===== config.mk =====
export PLATFORM = sky130hd
export DESIGN_NAME = trap_ctrl
export DESIGN_NICKNAME = d
export VERILOG_FILES = /design/src/rtl/trap_pkg.sv /design/src/rtl/trap_prio_enc.sv /design/src/rtl/trap_ctrl.sv
export SDC_FILE = /design/constraint.sdc
export NUM_CORES = 1
export LEC_CHECK = 0
export ABC_AREA = 1
export CORE_UTILIZATION = 39
export CTS_BUF_LIST = sky130_fd_sc_hd__clkbuf_2 sky130_fd_sc_hd__clkbuf_4 sky130_fd_sc_hd__clkbuf_8
export CTS_CLUSTER_SIZE = 14
export DETAILED_ROUTE_END_ITERATION = 7
export SYNTH_ARGS = -nofsm -noshare
export SYNTH_HDL_FRONTEND = slang
export SYNTH_HIERARCHICAL = 1
export SYNTH_SLANG_ARGS = --single-unit

===== constraint.sdc =====
create_clock -name CLK -period 3.65 [get_ports CLK]
set_input_delay 0.73 -clock CLK [delete_from_list [all_inputs] [get_ports CLK]]
set_output_delay 0.73 -clock CLK [all_outputs]
set_load 0.03 [all_outputs]

===== src/rtl/trap_pkg.sv =====
`default_nettype none
// +----------------------------------------------------------------------+
// | trap_pkg                                                               |
// | Shared types and constants for the trap controller.                   |
// | Rev 1.0 - initial release                                              |
// +----------------------------------------------------------------------+
package trap_pkg;

    typedef enum logic [1:0] {
        ST_IDLE  = 2'd0,
        ST_ISSUE = 2'd1,
        ST_DRAIN = 2'd2
    } trap_state_t;

    localparam logic [1:0] VEC_DIRECT     = 2'd0;
    localparam logic [1:0] VEC_VECTORED   = 2'd1;
    localparam int         MCAUSE_INT_BIT = 31;

    function automatic int clog2(input int n);
        int r;
        r = 0;
        for (int i = 0; i < 31; i++) begin
            if ((1 << i) < n) r = i + 1;
        end
        return r;
    endfunction

endpackage
`default_nettype wire


===== src/rtl/trap_prio_enc.sv =====
`default_nettype none
// +----------------------------------------------------------------------+
// | trap_prio_enc                                                          |
// | Priority encoder, LSB-first or MSB-first, with valid flag.            |
// | Rev 1.0 - initial release                                              |
// +----------------------------------------------------------------------+
module trap_prio_enc #(
    parameter int N         = 4,
    parameter bit MSB_FIRST = 1'b0,
    parameter int IDX_W     = 2
) (
    input  logic [N-1:0]     i_req,
    output logic             o_valid,
    output logic [IDX_W-1:0] o_idx
);

    // The last match in scan order wins, so scan towards the winning end.
    always_comb begin
        o_valid = |i_req;
        o_idx   = '0;
        for (int i = 0; i < N; i++) begin
            if (MSB_FIRST) begin
                if (i_req[i]) o_idx = IDX_W'(i);
            end else begin
                if (i_req[N-1-i]) o_idx = IDX_W'(N - 1 - i);
            end
        end
    end

endmodule
`default_nettype wire


===== src/rtl/trap_ctrl.sv =====
`default_nettype none
// +----------------------------------------------------------------------+
// | trap_ctrl                                                              |
// | Arbitrates exceptions and interrupts, holds the trap until ACK.       |
// | Rev 1.0 - initial release                                              |
// +----------------------------------------------------------------------+
module trap_ctrl
    import trap_pkg::*;
#(
    parameter int STAGES    = 6,
    parameter int EXC_SRCS  = 2,
    parameter int INT_LINES = 16,
    parameter int HOLDOFF   = 4
) (
    input  logic                   CLK,
    input  logic                   RST,
    input  logic                   FLUSH,
    input  logic                   MEM_WAIT,
    input  logic [STAGES*32-1:0]   STAGE_PC,
    input  logic [EXC_SRCS-1:0]    EXC_EN,
    input  logic [EXC_SRCS*4-1:0]  EXC_CODE,
    input  logic [EXC_SRCS*32-1:0] EXC_PC,
    input  logic                   INT_ALLOW,
    input  logic [INT_LINES-1:0]   INT_PEND,
    input  logic [INT_LINES-1:0]   INT_MASK,
    input  logic [1:0]             TRAP_VEC_MODE,
    input  logic [31:0]            TRAP_VEC_BASE,
    input  logic                   TRAP_ACK,
    output logic                   TRAP_EN,
    output logic [31:0]            TRAP_PC,
    output logic [31:0]            TRAP_CODE,
    output logic [31:0]            TRAP_JMP_TO,
    output logic                   TRAP_BUSY
);

    localparam int c_CODE_W    = (clog2(INT_LINES) < 4) ? 4 : clog2(INT_LINES);
    localparam int c_EXC_IDX_W = (clog2(EXC_SRCS) < 1) ? 1 : clog2(EXC_SRCS);
    localparam int c_CNT_W     = (clog2(HOLDOFF + 1) < 1) ? 1 : clog2(HOLDOFF + 1);
    localparam int c_CAP_W     = STAGES*32 + EXC_SRCS*37 + 1 + 2*INT_LINES + 2 + 30;

    trap_state_t r_state, w_state_nxt;

    logic [c_CAP_W-1:0]     r_cap;
    logic [c_CAP_W-1:0]     w_cap_in;
    logic [c_CNT_W-1:0]     r_cnt;
    logic [31:0]            r_trap_pc, r_trap_code, r_trap_jmp;

    logic [STAGES*32-1:0]   w_cap_stage_pc;
    logic [EXC_SRCS-1:0]    w_cap_exc_en;
    logic [EXC_SRCS*4-1:0]  w_cap_exc_code;
    logic [EXC_SRCS*32-1:0] w_cap_exc_pc;
    logic                   w_cap_allow;
    logic [INT_LINES-1:0]   w_cap_pend, w_cap_mask;
    logic [1:0]             w_cap_mode;
    logic [29:0]            w_cap_base;

    logic                   w_exc_valid, w_int_valid, w_sel;
    logic [c_EXC_IDX_W-1:0] w_exc_idx;
    logic [c_CODE_W-1:0]    w_int_idx;
    logic [31:0]            w_base, w_oldest_pc, w_pc, w_code, w_jmp;
    logic                   w_unused_base;

    // mtvec alignment bits are architecturally ignored.
    assign w_unused_base = ^TRAP_VEC_BASE[1:0];

    assign w_cap_in = {STAGE_PC, EXC_EN, EXC_CODE, EXC_PC, INT_ALLOW, INT_PEND,
                       INT_MASK, TRAP_VEC_MODE, TRAP_VEC_BASE[31:2]};
    assign {w_cap_stage_pc, w_cap_exc_en, w_cap_exc_code, w_cap_exc_pc, w_cap_allow,
            w_cap_pend, w_cap_mask, w_cap_mode, w_cap_base} = r_cap;

    trap_prio_enc #(
        .N         (EXC_SRCS),
        .MSB_FIRST (1'b0),
        .IDX_W     (c_EXC_IDX_W)
    ) u_exc_enc (
        .i_req   (w_cap_exc_en),
        .o_valid (w_exc_valid),
        .o_idx   (w_exc_idx)
    );

    trap_prio_enc #(
        .N         (INT_LINES),
        .MSB_FIRST (1'b1),
        .IDX_W     (c_CODE_W)
    ) u_int_enc (
        .i_req   (w_cap_pend & w_cap_mask & {INT_LINES{w_cap_allow}}),
        .o_valid (w_int_valid),
        .o_idx   (w_int_idx)
    );

    assign w_sel  = w_exc_valid | w_int_valid;
    assign w_base = {w_cap_base, 2'b00};

    // Highest-index nonzero stage is the oldest instruction still in flight.
    always_comb begin
        w_oldest_pc = '0;
        for (int i = 0; i < STAGES; i++) begin
            if (w_cap_stage_pc[i*32 +: 32] != 32'd0) w_oldest_pc = w_cap_stage_pc[i*32 +: 32];
        end
    end

    always_comb begin
        w_pc   = '0;
        w_code = '0;
        w_jmp  = w_base;
        if (w_exc_valid) begin
            w_pc   = w_cap_exc_pc[int'(w_exc_idx)*32 +: 32];
            w_code = {28'd0, w_cap_exc_code[int'(w_exc_idx)*4 +: 4]};
        end else if (w_int_valid) begin
            w_pc                   = w_oldest_pc;
            w_code                 = 32'(w_int_idx);
            w_code[MCAUSE_INT_BIT] = 1'b1;
            case (w_cap_mode)
                VEC_VECTORED: w_jmp = w_base + (32'(w_int_idx) << 2);
                VEC_DIRECT:   w_jmp = w_base;
                default:      w_jmp = w_base;
            endcase
        end
    end

    always_ff @(posedge CLK) begin
        if (RST) r_state <= ST_IDLE;
        else     r_state <= w_state_nxt;
    end

    always_comb begin
        w_state_nxt = r_state;
        case (r_state)
            ST_IDLE:  if (w_sel && !MEM_WAIT) w_state_nxt = ST_ISSUE;
            ST_ISSUE: if (TRAP_ACK) w_state_nxt = (HOLDOFF == 0) ? ST_IDLE : ST_DRAIN;
            ST_DRAIN: if (!MEM_WAIT && r_cnt <= c_CNT_W'(1)) w_state_nxt = ST_IDLE;
            default:  w_state_nxt = ST_IDLE;
        endcase
    end

    always_ff @(posedge CLK) begin
        if (RST) begin
            r_cap       <= '0;
            r_cnt       <= '0;
            r_trap_pc   <= '0;
            r_trap_code <= '0;
            r_trap_jmp  <= '0;
        end else begin
            case (r_state)
                ST_IDLE: begin
                    if (FLUSH)          r_cap <= '0;
                    else if (!MEM_WAIT) r_cap <= w_cap_in;
                    if (w_state_nxt == ST_ISSUE) begin
                        r_trap_pc   <= w_pc;
                        r_trap_code <= w_code;
                        r_trap_jmp  <= w_jmp;
                    end
                end
                ST_ISSUE: begin
                    if (TRAP_ACK) begin
                        r_cap       <= '0;
                        r_cnt       <= c_CNT_W'(HOLDOFF);
                        r_trap_pc   <= '0;
                        r_trap_code <= '0;
                        r_trap_jmp  <= '0;
                    end
                end
                ST_DRAIN: begin
                    if (!MEM_WAIT && r_cnt != '0) r_cnt <= r_cnt - 1'b1;
                end
                default: ;
            endcase
        end
    end

    assign TRAP_EN     = (r_state == ST_ISSUE);
    assign TRAP_BUSY   = (r_state != ST_IDLE);
    assign TRAP_PC     = r_trap_pc;
    assign TRAP_CODE   = r_trap_code;
    assign TRAP_JMP_TO = r_trap_jmp;

endmodule
`default_nettype wire


==> results.md, run 1 <==
* DR pass1 iterations at 5
* Layout cell share with drive strength beyond 1 at 0.07211
* Sw frac at 0.3389
* GPL Wtd Cong at just over 0.9
* Residual DRC at 0
* Hpwl dp at 49,200 um
* CTS H-Tree Depth at 3
* Vias per Instance at 5.223
* Routed len/inst at 18.53 um
* Commonest non-fill, non-tap cell in the layout: nand2_1
* Actual slew at the worst max-slew pin at 975.3 ps
* Leading cell types in the layout, fill and taps excluded: nand2_1, nor2_1, a21oi_1
* Seq pwr share at 0.403
* Final net count at 3,430
* Slowest cell on crit path: fa_1
* Clock Power Share at 0.336
* CP Capture Type: flop
* Grt total ovfl at 0
* P_leak at 0.009285 uW
* Core area at 47,950 um2
* Clock root buffer: clkbuf_8
* Port Buffers at 404
* Slew margin rel. at 0.3498
* Register bit total from synthesis at 403
* Worst R2R Setup Slack at 230 ps
* First DRT Iteration DRCs at 1,521
* CTS tree: yes
* Chip width at around 220 um
* Worst r2r path cells at 29
* Worst r2r dst: TRAP_JMP_TO[20]
* Vias in the first global route at 18,750
* CP arrival at 3900 ps
* Clock Sinks at 403
* Reg-to-Reg Start: r_cap[64]
* Ys async rst share at 0
* Seq/Total Area, Yosys at 0.4241
* Area after DPL at 23,390 um2
* Layout area overhead at 31.40%
* Synthesized cell area at 19,020 um2
* Yosys warning total at 6
* Num ports at ~440
* CP Depth at 29
* Worst skew pair latency at ~650 ps
* Clk slew on worst S/H paths at about 60 ps
* VDD IR-drop max at 0.2328 mV
* CP Launch Type: flop
* Top FF cell, synth: dfxtp_1
* Final Util at 0.5213
* Cell count after synthesis at 2,770
* Final setup violation count at 0
* Syn Area/Cell at between 6 and 7 um2
* CP required at 4140 ps
* Post-synth EDFFs at 0
* Int Pwr at 8787 uW
* Period Utilization, post-route at 0.9359
* Largest net degree at the start of global routing at between 150 and 200
* Total track usage at 0.2733
* Max-cap violation count at 0
* Netlist cell types at 40
* Rows at 80
* Kind of critical path: flop to flop
* CP Buf/Inv Count at 4
* Status: finished clean
* Via count at 19,620
* Routed Antenna Nets at 0
* Initial antenna violation count at 11
* Total Wirelength at a little under 70,000 um
* Total CTS buffers at 72
* Worst path most repeated cell: nand2_1
* Crit path to: TRAP_JMP_TO[20]
* Combinational share of power at 0.261
* Placed Cells at 3,623
* # hold bufs at CTS at 0
* Clock skew at 28.61 ps
* First-pass GRT wire length at around 110,000 um
* Max-slew violations at 0
* Max Fclk at 292.8 MHz
* Crit Path Max Fanout at 7
* Final instance area at 25,000 um2
* Hold crit path type: flop to flop
* PwrDens at 531.8 nW/um2
* Final Hold Fails at 0
* FILL cells at between 4,000 and 5,000
* Crit. Startpoint: r_cap[64]
* Fin crit period at between 3000 and 4000 ps
* Die height at 222.9 um
* Clock tree buffer depth at 3
* Total Die Area at 49,660 um2
* Non-filler cells in the finished layout at 3,757
* CP delay by family, top: simple AND/OR/NAND/NOR gates
* Initial Utilization at 0.3968
* Net Sw Power at 4505 uW
* CP max stage delay at 390 ps
## per-stage QoR
step	power, uW	setup TNS, ps	hold WS (ps)	setup slack [ps]
6_report	13290	0	464.1	234.1
5_1_grt	14020	-117.7	479.3	-53.07
4_1_cts	13360	0	462.4	52.21
3_5_place_dp	8866	0	450.8	59.67
3_3_place_gp	8813	0	447.4	156.0
2_1_floorplan	7545	0	436.3	691.2
## cells by family after synthesis
group           count (synthesis)  share of synthesized area
simple gates                 1100                     0.2334
compound gates                847                     0.2426
buf+inv                       408                    0.09267
flops                         403                     0.4241
fa+ha+maj                       8                   0.005656
xor+xnor                        3                   0.001381
other cells                     1                  0.0001971
## worst min path at each step
stage                     slack (ps)            start  cells after the start              end
after global placement           450       r_cap[122]                      2       r_cap[122]
after CTS                        460       r_cap[126]                      2       r_cap[126]
after floorplan                  440       r_cap[133]                      2       r_cap[133]
after global routing             480  TRAP_JMP_TO[16]                      2  TRAP_JMP_TO[16]
final                            460  TRAP_JMP_TO[16]                      2  TRAP_JMP_TO[16]
after detailed placement         450       r_cap[126]                      2       r_cap[126]
## repair_timing
action / in CTS / in global routing
gates resized for setup: 0 / 17
setup endpoints to repair: 0 / 15
buffers inserted: 0 / 2
## worst reg2reg max path: cells and delay by family (launching register included)
kind            cells  cell delay, ps
compound gates      2             240
simple gates       21            1730
buf+inv             4             380
fa+ha+maj           2             600
flops               1             340
## flip-flops by register name, summed over array words and instances, names as in the netlist
register and flops:
TRAP_JMP_TO 30, r_cnt 3, TRAP_PC 32, r_state 2, TRAP_CODE 5, r_cap 331
## power by group through the flow
stage	sequential, uW	combinational [uW]	clock, uW
after floorplan	5440	2110	0
after global placement	5420	3390	0
after detailed placement	5430	3440	0
after CTS	5340	3460	4560
after global routing	5430	3830	4760
final	5360	3470	4470
## synthesized netlist by cell type, types with 29 or more instances
master | instances | area (um2)
nand2_1 | 478 | 1794
o21ai_0 | 270 | 1351
buf_2 | 58 | 290.3
nor3_1 | 44 | 220.2
a211oi_1 | 117 | 878.3
nand3_1 | 49 | 245.2
buf_4 | 30 | 225.2
clkbuf_1 | 113 | 424.2
dfxtp_1 | 403 | 8068
buf_1 | 29 | 108.9
a21oi_1 | 426 | 2132
inv_1 | 160 | 600.6
nor2_1 | 473 | 1775
## layout make-up
class,instances,area [um2],share of cell area
inverters,172,660.6,0.02643
clock inverters,15,121.4,0.004855
diodes,8,20.02,0.0008009
flip-flops and latches,403,8069,0.3228
multi-input cells,1987,9380,0.3753
repair buffers,448,4588,0.1836
well taps,615,769.5,0.03078
clock buffers,109,1388,0.05551
## metal layers
metal | global-route usage | part of all wire | routed length, um | vias to the layer above
li1 | - | - | - | 9773
met1 | 0.3734 | 0.46 | 31920 | 9096
met2 | 0.4271 | 0.45 | 31660 | 631
met3 | 0.04491 | 0.053 | 3719 | 118
met4 | 0.1130 | 0.033 | 2276 | 6
met5 | 0 | 0.00055 | 38 | -
No activity file was read; power rests on OpenSTA's default activity.
==> run 2: changes to the inputs <==
- CELL_PAD_IN_SITES_DETAIL_PLACEMENT: default -> 0
- CELL_PAD_IN_SITES_GLOBAL_PLACEMENT: default -> 2
- CORE_UTILIZATION: 39 -> 28
- PLACE_DENSITY_LB_ADDON: default -> 0.1
- REMOVE_ABC_BUFFERS: default -> 1
==> run 2 against run 1 <==
Effect of this change: clock skew decreased by 4.4 ps; global-route usage decreased by 6.2 points; sequential share of layout area decreased by 0.43 points; clock power increased by 4%; core utilization decreased by 14 points; count of clock-buffer cells in the layout increased by 17; maximum frequency increased by 5.4%; sequential power about the same; via count decreased by 2.2%; critical endpoint is now TRAP_JMP_TO[24]; largest cell class unchanged.
==> results.md, run 2 (synthesized netlist as in run 1, its figures left out) <==
* Status: finished clean
* Period Utilization, post-route at 0.8877
* Clock tree buffer depth at 3
* VDD IR-drop max at 0.2166 mV
* Via count at between 15,000 and 20,000
* Clock Sinks at 403
* Layout area overhead at 33.16%
* Final Hold Fails at 0
* DR pass1 iterations at 6
* Worst r2r path cells at 31
* Hold crit path type: flop to flop
* CP arrival at 3820 ps
* Routed Antenna Nets at 0
* WHS Path Cells at 2
* Worst skew pair latency at 660 ps
* Setup TNS Final at 0 ps
* PwrDens at ~530 nW/um2
* Rows at 95
* Worst path most repeated cell: nand2_1
* CTS tree: yes
* CP Capture Type: flop
* Total Die Area at about 70,000 um2
* Initial Utilization at 0.2833
* CP max stage delay at 350 ps
* Total CTS buffers at 78
* Net Sw Power at 4591 uW
* Max-cap violation count at 0
* Slowest cell on crit path: fa_2
* Crit Path Max Fanout at 7
* Max-slew violations at 0
* Max Fclk at 308.6 MHz
* RSZ-0062 raised after global routing: no
* Slew margin rel. at 0.3414
* Int Pwr at slightly below 9000 uW
* Commonest non-fill, non-tap cell in the layout: nand2_1
* Residual DRC at 0
* Clock skew at ~24 ps
* Seq pwr share at 0.396
* Vias per Instance at about 4.8
* Final setup violation count at 0
* Routed len/inst at 18.51 um
* Initial antenna violation count at 11
* P_leak at 0.009314 uW
* FILL cells at 7,106
* Sw frac at 0.3401
* Largest net degree at the start of global routing at 168
* CTS H-Tree Depth at 3
* Max reg flops at 331
* Vias in the first global route at about 19,000
* Grt total ovfl at 0
* Port Buffers at 404
* Final net count at 3,434
* Chip width at 262.7 um
* Leading cell types in the layout, fill and taps excluded: nand2_1, nor2_1, a21oi_1
* Core area at 67,160 um2
* CP required at approximately 4200 ps
* Biggest register: r_cap
* Layout cell share with drive strength beyond 1 at 0.07204
* First-pass GRT wire length at 113,300 um
* Clock Power Share at 0.343
* Clk slew on worst S/H paths at 60 ps
* Hpwl dp at a little over 50,000 um
* Clock root buffer: clkbuf_8
* Actual slew at the worst max-slew pin at around 1000 ps
* Total track usage at 0.2110
* First DRT Iteration DRCs at 1,051
* Num ports at 436
* Total Wirelength at approximately 74,000 um
* Kind of critical path: flop to flop
* Die height at 262.7 um
* Combinational share of power at 0.261
* GPL Wtd Cong at 0.7909
* Design Power at 13,500 uW
* Fin crit period at 3240 ps
* CP Launch Type: flop
[run 2: metrics by stage]
step / utilization / cell area (um2) / cells / setup slack (ps) / hold slack (ps)
2_1_floorplan: - / 18010 / 2562 / -3836 / 433.2
3_3_place_gp: 0.3532 / 23720 / 3880 / 270.1 / 447.9
3_5_place_dp: 0.3532 / 23720 / 3880 / 243.9 / 453.2
4_1_cts: 0.3764 / 25280 / 4009 / 216.7 / 412.9
5_1_grt: 0.3772 / 25330 / 4013 / 16.96 / 449.4
6_report: 0.3772 / 25330 / 4014 / 410.1 / 460.8
[run 2: timing repair]
action | 4_1_cts | 5_1_grt
endpoints found under the setup margin | 0 | 4
hold buffers | 0 | 0
setup buffers | 0 | 1
resized for setup | 0 | 12
[run 2: power groups by stage]
| stage | logic (uW) | registers, uW | clock network [uW] |
|---|---|---|---|
| 3_3_place_gp | 3530 | 5430 | 0 |
| 2_1_floorplan | 2070 | 5440 | 0 |
| 6_report | 3520 | 5350 | 4630 |
| 3_5_place_dp | 3550 | 5430 | 0 |
| 5_1_grt | 3930 | 5420 | 4980 |
| 4_1_cts | 3570 | 5350 | 4790 |
[run 2: final cells by class]
cell class / count / area [um2] / area share
Timing Repair Buffer: 446 / 4577 / 0.1807
Tap cell: 873 / 1092 / 0.04312
Clock buffer: 126 / 1534 / 0.06056
Inverter: 172 / 659.4 / 0.02603
Multi-Input combinational cell: 1987 / 9368 / 0.3698
Antenna cell: 4 / 10.01 / 0.0003951
Sequential cell: 403 / 8068 / 0.3185
Clock inverter: 3 / 23.77 / 0.0009385
[run 2: metal layers]
| layer | share of wire | GRT usage |
|---|---|---|
| met1 | 0.47 | 0.2809 |
| met2 | 0.46 | 0.3435 |
| met3 | 0.048 | 0.04273 |
| met4 | 0.023 | 0.06073 |
| met5 | 0.0013 | 0 |
[run 2: critical path, delay by kind of cell, from the launching register on]
kind,cells,cell delay [ps]
simple gates,21,1420
buf+inv,6,550
fa+ha+maj,2,530
flops,1,300
compound gates,2,350
[run 2: final timing paths]
check                         end  startpoint  slack (ps)
setup / recovery  TRAP_JMP_TO[24]   r_cap[64]         410
hold / removal          r_cap[98]   r_cap[98]         460
setup reg to reg  TRAP_JMP_TO[24]   r_cap[64]         410
hold reg to reg         r_cap[98]   r_cap[98]         460
